### src/rtl/fir_param.sv
// fir_param: memory-mapped FIR filter with loadable samples and coefficients.
// The host writes x[] and h[] through addr/din, pulses start on ctrl, polls
// bsy (or waits for done) and reads y[] back through addr/dout.
// Ports:
//   clk   - system clock, rising edge
//   rst   - asynchronous active-low reset
//   ctrl  - command: 00 nop, 01 start, 10 clear, 11 abort
//   we    - write strobe for din at addr (honoured only when idle)
//   din   - write data
//   addr  - byte address; word index = addr[ADDR_W-1:2]
//   dout  - registered read data
//   bsy   - high while filtering
//   done  - one-cycle pulse when a run completes
//   ovf   - sticky saturation flag
module fir_param #(
   parameter int unsigned DATA_W = 16,
   parameter int unsigned DEPTH  = 36,
   parameter int unsigned TAPS   = 4,
   parameter int unsigned ACC_W  = 40,
   parameter int unsigned SHIFT  = 0,
   parameter int unsigned ADDR_W = 16
) (
   input  logic              clk,
   input  logic              rst,
   input  logic [1:0]        ctrl,
   input  logic              we,
   input  logic [DATA_W-1:0] din,
   input  logic [ADDR_W-1:0] addr,
   output logic [DATA_W-1:0] dout,
   output logic              bsy,
   output logic              done,
   output logic              ovf
);

   localparam int unsigned NW = (DEPTH > 1) ? $clog2(DEPTH) : 1;
   localparam int unsigned KW = (TAPS > 1) ? $clog2(TAPS) : 1;
   localparam int unsigned PW = 2 * DATA_W;

   localparam logic [1:0] CMD_START = 2'b01;
   localparam logic [1:0] CMD_CLEAR = 2'b10;
   localparam logic [1:0] CMD_ABORT = 2'b11;

   localparam logic signed [ACC_W-1:0] SAT_MAX = {{(ACC_W-DATA_W+1){1'b0}}, {(DATA_W-1){1'b1}}};
   localparam logic signed [ACC_W-1:0] SAT_MIN = {{(ACC_W-DATA_W+1){1'b1}}, {(DATA_W-1){1'b0}}};

   typedef enum logic [1:0] {S_IDLE, S_MAC, S_STORE} state_t;

   state_t state_q, state_d;
   logic   done_d, bsy_d;

   logic signed [DATA_W-1:0] x_q [DEPTH];
   logic signed [DATA_W-1:0] h_q [TAPS];
   logic signed [DATA_W-1:0] y_q [DEPTH];

   logic        [NW-1:0]     n_q;
   logic        [KW-1:0]     k_q;
   logic signed [ACC_W-1:0]  acc_q;

   logic        [31:0]       widx_c;
   logic        [DATA_W-1:0] rd_c;
   logic signed [DATA_W-1:0] x_sel_c, h_sel_c, sat_c;
   logic signed [PW-1:0]     prod_c;
   logic signed [ACC_W-1:0]  shifted_c;
   logic                     clamp_c;
   logic                     addr_unused_c;

   assign addr_unused_c = ^addr[1:0];

   // State register and registered handshake outputs
   always_ff @(posedge clk or negedge rst) begin
      if (!rst) begin
         state_q <= S_IDLE;
         bsy     <= 1'b0;
         done    <= 1'b0;
      end else begin
         state_q <= state_d;
         bsy     <= bsy_d;
         done    <= done_d;
      end
   end

   // Next-state logic; abort wins over everything while busy
   always_comb begin
      state_d = state_q;
      done_d  = 1'b0;
      case (state_q)
         S_IDLE: begin
            if (ctrl == CMD_START) state_d = S_MAC;
         end
         S_MAC: begin
            if (ctrl == CMD_ABORT)            state_d = S_IDLE;
            else if (k_q == KW'(TAPS - 1))    state_d = S_STORE;
         end
         S_STORE: begin
            if (ctrl == CMD_ABORT) begin
               state_d = S_IDLE;
            end else if (n_q == NW'(DEPTH - 1)) begin
               state_d = S_IDLE;
               done_d  = 1'b1;
            end else begin
               state_d = S_MAC;
            end
         end
         default: state_d = S_IDLE;
      endcase
      bsy_d = (state_d != S_IDLE);
   end

   // MAC operand fetch (x[m]=0 for m<0), product, scaling and saturation
   always_comb begin
      h_sel_c = h_q[k_q];
      x_sel_c = '0;
      if (32'(k_q) <= 32'(n_q)) x_sel_c = x_q[n_q - NW'(k_q)];
      prod_c    = PW'(h_sel_c) * PW'(x_sel_c);
      shifted_c = acc_q >>> SHIFT;
      clamp_c   = 1'b0;
      sat_c     = DATA_W'(shifted_c);
      if (shifted_c > SAT_MAX) begin
         sat_c   = SAT_MAX[DATA_W-1:0];
         clamp_c = 1'b1;
      end else if (shifted_c < SAT_MIN) begin
         sat_c   = SAT_MIN[DATA_W-1:0];
         clamp_c = 1'b1;
      end
   end

   // Word decode and read mux
   always_comb begin
      widx_c = 32'(addr[ADDR_W-1:2]);
      rd_c   = '0;
      if (widx_c == 32'd0)
         rd_c = {{(DATA_W-2){1'b0}}, ovf, bsy};
      else if (widx_c <= DEPTH)
         rd_c = y_q[NW'(widx_c - 32'd1)];
      else if (widx_c <= DEPTH + TAPS)
         rd_c = h_q[KW'(widx_c - DEPTH - 32'd1)];
   end

   // Storage, host writes, accumulation and result write-back
   always_ff @(posedge clk or negedge rst) begin
      if (!rst) begin
         for (int i = 0; i < DEPTH; i++) begin
            x_q[i] <= '0;
            y_q[i] <= '0;
         end
         for (int i = 0; i < TAPS; i++) h_q[i] <= '0;
         n_q   <= '0;
         k_q   <= '0;
         acc_q <= '0;
         ovf   <= 1'b0;
         dout  <= '0;
      end else begin
         dout <= rd_c;
         case (state_q)
            S_IDLE: begin
               if (ctrl == CMD_CLEAR) begin
                  for (int i = 0; i < DEPTH; i++) begin
                     x_q[i] <= '0;
                     y_q[i] <= '0;
                  end
                  for (int i = 0; i < TAPS; i++) h_q[i] <= '0;
                  ovf <= 1'b0;
               end else begin
                  // A write on the start cycle lands before the first MAC reads it
                  if (we && widx_c >= 32'd1 && widx_c <= DEPTH)
                     x_q[NW'(widx_c - 32'd1)] <= din;
                  else if (we && widx_c > DEPTH && widx_c <= DEPTH + TAPS)
                     h_q[KW'(widx_c - DEPTH - 32'd1)] <= din;
                  if (ctrl == CMD_START) begin
                     ovf   <= 1'b0;
                     n_q   <= '0;
                     k_q   <= '0;
                     acc_q <= '0;
                  end
               end
            end
            S_MAC: begin
               if (ctrl != CMD_ABORT) begin
                  acc_q <= acc_q + ACC_W'(prod_c);
                  k_q   <= k_q + KW'(1);
               end
            end
            S_STORE: begin
               if (ctrl != CMD_ABORT) begin
                  y_q[n_q] <= sat_c;
                  if (clamp_c) ovf <= 1'b1;
                  n_q   <= n_q + NW'(1);
                  k_q   <= '0;
                  acc_q <= '0;
               end
            end
            default: ;
         endcase
      end
   end

endmodule

### config.mk
export PLATFORM = sky130hd
export DESIGN_NAME = fir_param
export DESIGN_NICKNAME = d
export VERILOG_FILES = /design/src/rtl/fir_param.sv
export SDC_FILE = /design/constraint.sdc
export NUM_CORES = 2
export LEC_CHECK = 0
export CORE_MARGIN = 4
export CORE_UTILIZATION = 50
export CTS_BUF_LIST = sky130_fd_sc_hd__clkbuf_8
export CTS_CLUSTER_DIAMETER = 60
export DETAILED_ROUTE_END_ITERATION = 7
export PLACE_DENSITY = 0.66
export REMOVE_ABC_BUFFERS = 1
export SETUP_SLACK_MARGIN = 0.05
export SLEW_MARGIN = 5
export SYNTH_ARGS = -nofsm -noshare
export SYNTH_HDL_FRONTEND = slang
export SYNTH_SLANG_ARGS = --single-unit
### constraint.sdc
create_clock -name clk -period 13.6 [get_ports clk]
set_clock_uncertainty 0.1 [all_clocks]
set_input_delay 3.4 -clock clk [delete_from_list [all_inputs] [get_ports clk]]
set_output_delay 3.4 -clock clk [all_outputs]
set_load 0.01 [all_outputs]
Yosys cells after proc, flatten, opt, wreduce, memory -nomap -nowiden --
Cells that the tools add are included.
Storage, ports and cells: register bits after elaboration 1285, bits in latches 0, bits in writable memories 0, bits in read-only memories 0, input bits 37, output and inout bits 19, word-level logic and storage cells 213, memories 0
Cells by class: $add $sub $neg 7, multipliers 1, divide/modulo/power cells 0, $lt $le $gt $ge 15, equal/unequal tests 16, shift operators 0, muxes and demuxes 65, bitwise operators 5, reduce and logical (&&, ||, !) cells 20
Operators with widths (number):
- 576-bit two-way mux | 4
- 576-bit bitwise mux | 2
- 576-bit one-hot mux with 2 select lines | 1
- 16-bit two-way mux | 17
- 16-bit binary-select mux with 6-bit select | 2
- 16-bit demux with 6-bit select | 2
- 64-bit two-way mux | 3
- 40-bit two-way mux | 4
- 40-bit one-hot mux with 3 select lines | 1
- 16-bit binary-select mux with 2-bit select | 2
- 64-bit bitwise mux | 1
- 40-bit by 32-bit adder with 40-bit output | 1
- 40-bit by 16-bit greater-than comparator with 1-bit output, second input constant | 1
- 40-bit by 16-bit less-than comparator with 1-bit output, second input constant | 1
- 16-bit demux with 2-bit select | 1
- 16-bit by 16-bit multiplier with 32-bit output | 1
- 14-bit by 6-bit less-or-equal comparator with 1-bit output, second input constant | 2
- 7-bit greater-or-equal comparator, second input constant | 3
- 6-bit NOT with 7-bit output | 3
- 6-bit two-way mux | 3
- 2-bit inequality test, second input constant | 8
- 14-bit by 1-bit greater-or-equal comparator with 1-bit output, second input constant | 1
- 14-bit by 6-bit greater-than comparator with 1-bit output, second input constant | 1
- 14-bit zero test | 1
- 28 further kinds | 63

Depth between registers and ports, before layout --
depth after elaboration 11, mapped depth 38, depth with buffers taken out 33

Worst setup path after synthesis --
No wires, ideal clock.
path type flip-flop to flip-flop, start point register k_q[1], end point register acc_q[39], library setup time 122 ps, arrival 9722 ps, data required time 13378 ps, slack 3656 ps, cell stages (with the launch flop) 34, buffers on the path 5, clock period less this slack 9944 ps, cell sequence dfrtp_1 clkbuf_1 clkbuf_1 clkbuf_1 inv_1 ha_1 a211oi_4 nand2_1 xnor2_1 and2_1 clkbuf_1 a2bb2oi_1 nor2_1 clkbuf_1 nand2_1 fa_1 inv_1 fa_1 fa_1 fa_1 fa_1 inv_1 fa_1 inv_1 ha_1 a2111oi_0 o2111ai_1 nand3_1 o211a_1 nand4b_1 a31oi_1 o21a_1 or3_1 a32o_1
Between the ends: longest elaborated chain between the ends 10, elaborated cells on any way between the ends 15, classes of those cells 2 x add/sub; 1 x mul; 1 x order compare; 9 x mux; 2 x bitwise
Ends and longest elaborated chain:
- start, declared | RTL line 56 | logic [KW-1:0] k_q;
- start signal, assigned | RTL line 180 | k_q <= k_q + KW'(1);
- 6-bit by 2-bit subtractor with 6-bit output | RTL line 113 | if (32'(k_q) <= 32'(n_q)) x_sel_c = x_q[n_q - NW'(k_q)];
- 6-bit NOT with 7-bit output (not written as such) | RTL line 113
- 16-bit binary-select mux with 6-bit select | RTL line 113
- 16-bit two-way mux (not written as such) (2 in a row) | RTL line 113
- 16-bit two-way mux | RTL line 113
- 16-bit by 16-bit multiplier with 32-bit output * | RTL line 114 | prod_c = PW'(h_sel_c) * PW'(x_sel_c);
- 40-bit by 32-bit adder with 40-bit output * | RTL line 179 | acc_q <= acc_q + ACC_W'(prod_c);
- 40-bit two-way mux * | RTL line 178 | if (ctrl != CMD_ABORT) begin
- 40-bit one-hot mux with 3 select lines * | RTL line 154 | case (state_q)
- end signal, assigned | RTL line 179
- end, declared | RTL line 57 | logic signed [ACC_W-1:0] acc_q;
Mark *: on every way between the ends. The rest lies on a longest branch, timed or not. The select of a mux whose other input is x is not followed. A chain may end at the register's enable or synchronous reset.

Worst setup path in the final report --
start point register n_q[0], end point register acc_q[36]
Between the ends: longest elaborated chain between the ends 10, elaborated cells on any way between the ends 11, classes of those cells 2 x add/sub; 1 x mul; 1 x order compare; 6 x mux; 1 x bitwise
Ends and longest elaborated chain:
- start, declared | RTL line 55 | logic [NW-1:0] n_q;
- start signal, assigned | RTL line 187 | n_q <= n_q + NW'(1);
- 6-bit by 2-bit subtractor with 6-bit output | RTL line 113
- 6-bit NOT with 7-bit output (not written as such) | RTL line 113
- 16-bit binary-select mux with 6-bit select | RTL line 113
- 16-bit two-way mux (not written as such) (2 in a row) | RTL line 113
- 16-bit two-way mux * | RTL line 113
- 16-bit by 16-bit multiplier with 32-bit output * | RTL line 114
- 40-bit by 32-bit adder with 40-bit output * | RTL line 179
- 40-bit two-way mux * | RTL line 178
- 40-bit one-hot mux with 3 select lines * | RTL line 154
Marked as above.

==> flow_metrics.py <==
metrics = {
    "cts": {
        "insertion_delay_ns": 0.95,
        "holdBufCountCts": 0,
        "root_buffer": "clkbuf_8",
        "cts_buffers": 214,
        "clock_sinks": 1285,
        "cts_resized": 0,
        "cts_setup_buffers": 0,
        "htree_levels": 4,
        "clk_pin_slew_ns": 0.06,
        "clk_path_buf_depth": 3,
        "tritoncts": "done",
    },
    "min_path": {
        "min_path_type": "reg -> reg",
    },
    "logic_synthesis": {
        "syn_area_per_cell_um2": 10.2,
        "synth_commonest_cells": "dfrtp_1, nand2_1, o21ai_1",
        "synth.most_common_cell": "dfrtp_1",
        "synth_top_area_share_pct": 46.2,
        "synth_mux_area_share_pct": 7.70,
        "synth_edf_count": 0,
        "synth_top_cell_by_area": "dfrtp_1",
        "synth_area_mm2": 0.0696,
        "synth_area_leaders": "dfrtp_1, fa_1, nand2_1, o21ai_1, mux4_2",
        "synth-simple-area-share_pct": 11.0,
        "synth_compound_area_share_pct": 17.3,
        "ys_ff_latch": 1285,
        "yosysWarnings": 0,
        "yosysSeqAreaShare_pct": 46.2,
        "synth_top_family_by_area": "compound AO/OA/AOI/OAI gates",
        "synth_ff_type": "dfrtp_1",
        "netlist_instances": 6814,
        "synth-xor-area-share_pct": 0.717,
        "synthAdderAreaFrac_pct": 11.8,
        "async_reset_ff_share_pct": 100,
        "synthDistinctLibCells": 81,
    },
    "global_route": {
        "top_usage_layer": "met2",
        "grt_max_degree": 196,
        "use_met1_pct": 44.5,
        "grt_pass1_vias": 55100,
        "met2_usage_pct": 45.8,
        "grt_pass1_wl_mm": 351,
        "antenna_found_initial": 10,
        "grt_overflow_total": 0,
        "use_met3_pct": 10.4,
        "gr-usage-all-layers_pct": 31.8,
    },
    "critical_path": {
        "required_ns": 14.32,
        "critPathKind": "reg -> reg",
        "critPathArrivalTime_ns": 12.27,
        "slowest_stage": "fa_4",
        "end_kind": "flip-flop",
        "crit_path_max_incr_delay_ns": 1.24,
        "cp_common_cell": "fa_1",
        "crit_fanout": 39,
        "critPathLaunchType": "flip-flop",
    },
    "placement": {
        "gp_congestion": 0.937,
        "dp_hpwl_mm": 149,
        "dpl_cell_area_mm2": 0.0722,
        "port_buffers": 53,
    },
    "drt": {
        "drtPass1Iterations": 6,
        "antenna_left": 0,
        "dr.first_iter.drc_count": 6963,
        "vias": 55300,
        "wirelength_mm": 231,
        "vias_per_cell": 6.34,
        "wl_per_cell_um": 26.5,
        "drc": 0,
    },
    "die": {
        "start_util_pct": 50.5,
        "die_area_mm2": 0.145,
        "die_y_um": 381,
        "coreArea_mm2": 0.138,
        "pin_count": 56,
        "dieWidth_um": 381,
        "rows": 136,
    },
    "timing": {
        "finalSetupViolCount": 0,
        "layout_min_cycle_time_ns": 11.55,
        "drv_slew": 0,
        "slew-limit-headroom_pct": 8.58,
        "max_freq_ghz": 0.0866,
        "rsz0062_at_grt": "no",
        "worst_slew_pin_slew_ns": 1.37,
        "min_period_over_period_pct": 84.9,
        "hold_violations": 0,
        "hold_slack_ns": 0.379,
        "final.setup.tns_ns": 0,
    },
    "cells_and_area": {
        "drive_above_1_share_pct": 11.6,
        "num-nets-final": 7241,
        "post-route-cell-area_mm2": 0.0768,
        "final_util_pct": 55.8,
        "area_growth_pct": 10.4,
    },
    "run": {
        "maxCapViolations": 0,
    },
    "power": {
        "p_per_area_mw_per_mm2": 272,
        "p_leak_nw": 35.6,
        "vdd_ir_drop_max_mv": 0.549,
    },
    "run_status": {
        "status": "finished clean",
    },
}
-- path summary, 6_finish.rpt --
path	start	end	slack, ns	cells past startpoint
max	n_q[0]$_DFFE_PN0P_	acc_q[36]$_DFFE_PN0P_	2.05	31
max in group asynchronous	rst	acc_q[39]$_DFFE_PN0P_	8.68	3
min reg2reg	x_q[474]$_DFFE_PN0P_	x_q[474]$_DFFE_PN0P_	0.38	2
min in group asynchronous	rst	y_q[173]$_DFFE_PN0P_	2.30	1
max reg2reg	n_q[0]$_DFFE_PN0P_	acc_q[36]$_DFFE_PN0P_	2.05	31
min	x_q[474]$_DFFE_PN0P_	x_q[474]$_DFFE_PN0P_	0.38	2
-- power breakdown --
part           total [mW]  switching, mW  internal (mW)  leakage [nW]
Combinational        13.1           8.25           4.89          15.1
Clock                3.65           1.67           1.98          2.62
Sequential           4.10          0.131           3.96          17.9
Total                20.9           10.1           10.8          35.6
-- cell usage in the layout (no fill, tap or decap), types with 173 or more instances in the layout --
master,n
clkbuf_8,282
buf_4,173
nand2_1,1247
dfrtp_1,1283
o21ai_1,830
inv_1,485
fa_1,331
a22o_1,386
nor2_1,279
mux4_2,183
-- cells by family (layout without fill, tap and decap cells) --
group,count (synthesis),after routing
AOI/OAI and AO/OA,1910,1910
other,0,9
xor gates and xnor gates,54,54
and+or+nand+nor,1857,1857
muxes,301,301
DFF,1285,1285
adders and majority gates,459,459
buffers and inverters,948,1054
-- final cells by class --
type	instances	area (um^2)
antenna	9	22.5
clock buffer	282	3880
clock inverter	109	727
fill	11900	61000
inverter	430	1610
multi-input combinational	4581	34200
sequential	1285	32200
tap	1794	2240
timing repair buffer	233	1990
-- sequential cells by signal (all words and copies together), names as in the netlist --
| name | flops |
|---|---|
| dout | 16 |
| done | 1 |
| acc_q | 40 |
| bsy | 1 |
| n_q | 6 |
| x_q | 576 |
| h_q | 64 |
| k_q | 2 |
| y_q | 576 |
| state_q | 2 |
| ovf | 1 |
-- stage by stage --
step,worst slack (ns),power [mW],cells
6_report,2.05,20.9,8723
5_1_grt,1.79,22.7,8716
4_1_cts,2.35,20.9,8714
3_5_place_dp,2.37,17.1,8323
3_3_place_gp,2.41,17.0,8323
2_1_floorplan,-0.908,13.5,6296
-- per-layer routing --
metal	part of all wire, %	wire length [um]	up-vias
li1	-	-	23500
met1	40	92500	28000
met2	43	99600	3168
met3	12	28900	585
met4	4.5	10400	4
met5	0.0099	23	-
-- worst max-delay path: cells and delay by family, from the launching register on --
family / cells / cell delay, ns
simple gates: 5 / 1.91
compound gates: 9 / 2.48
xor+xnor: 1 / 0.19
buf+inv: 6 / 0.96
fa+ha+maj: 9 / 4.78
flops: 1 / 0.61
mux: 1 / 0.27
No activity file was read; power rests on OpenSTA's default activity.
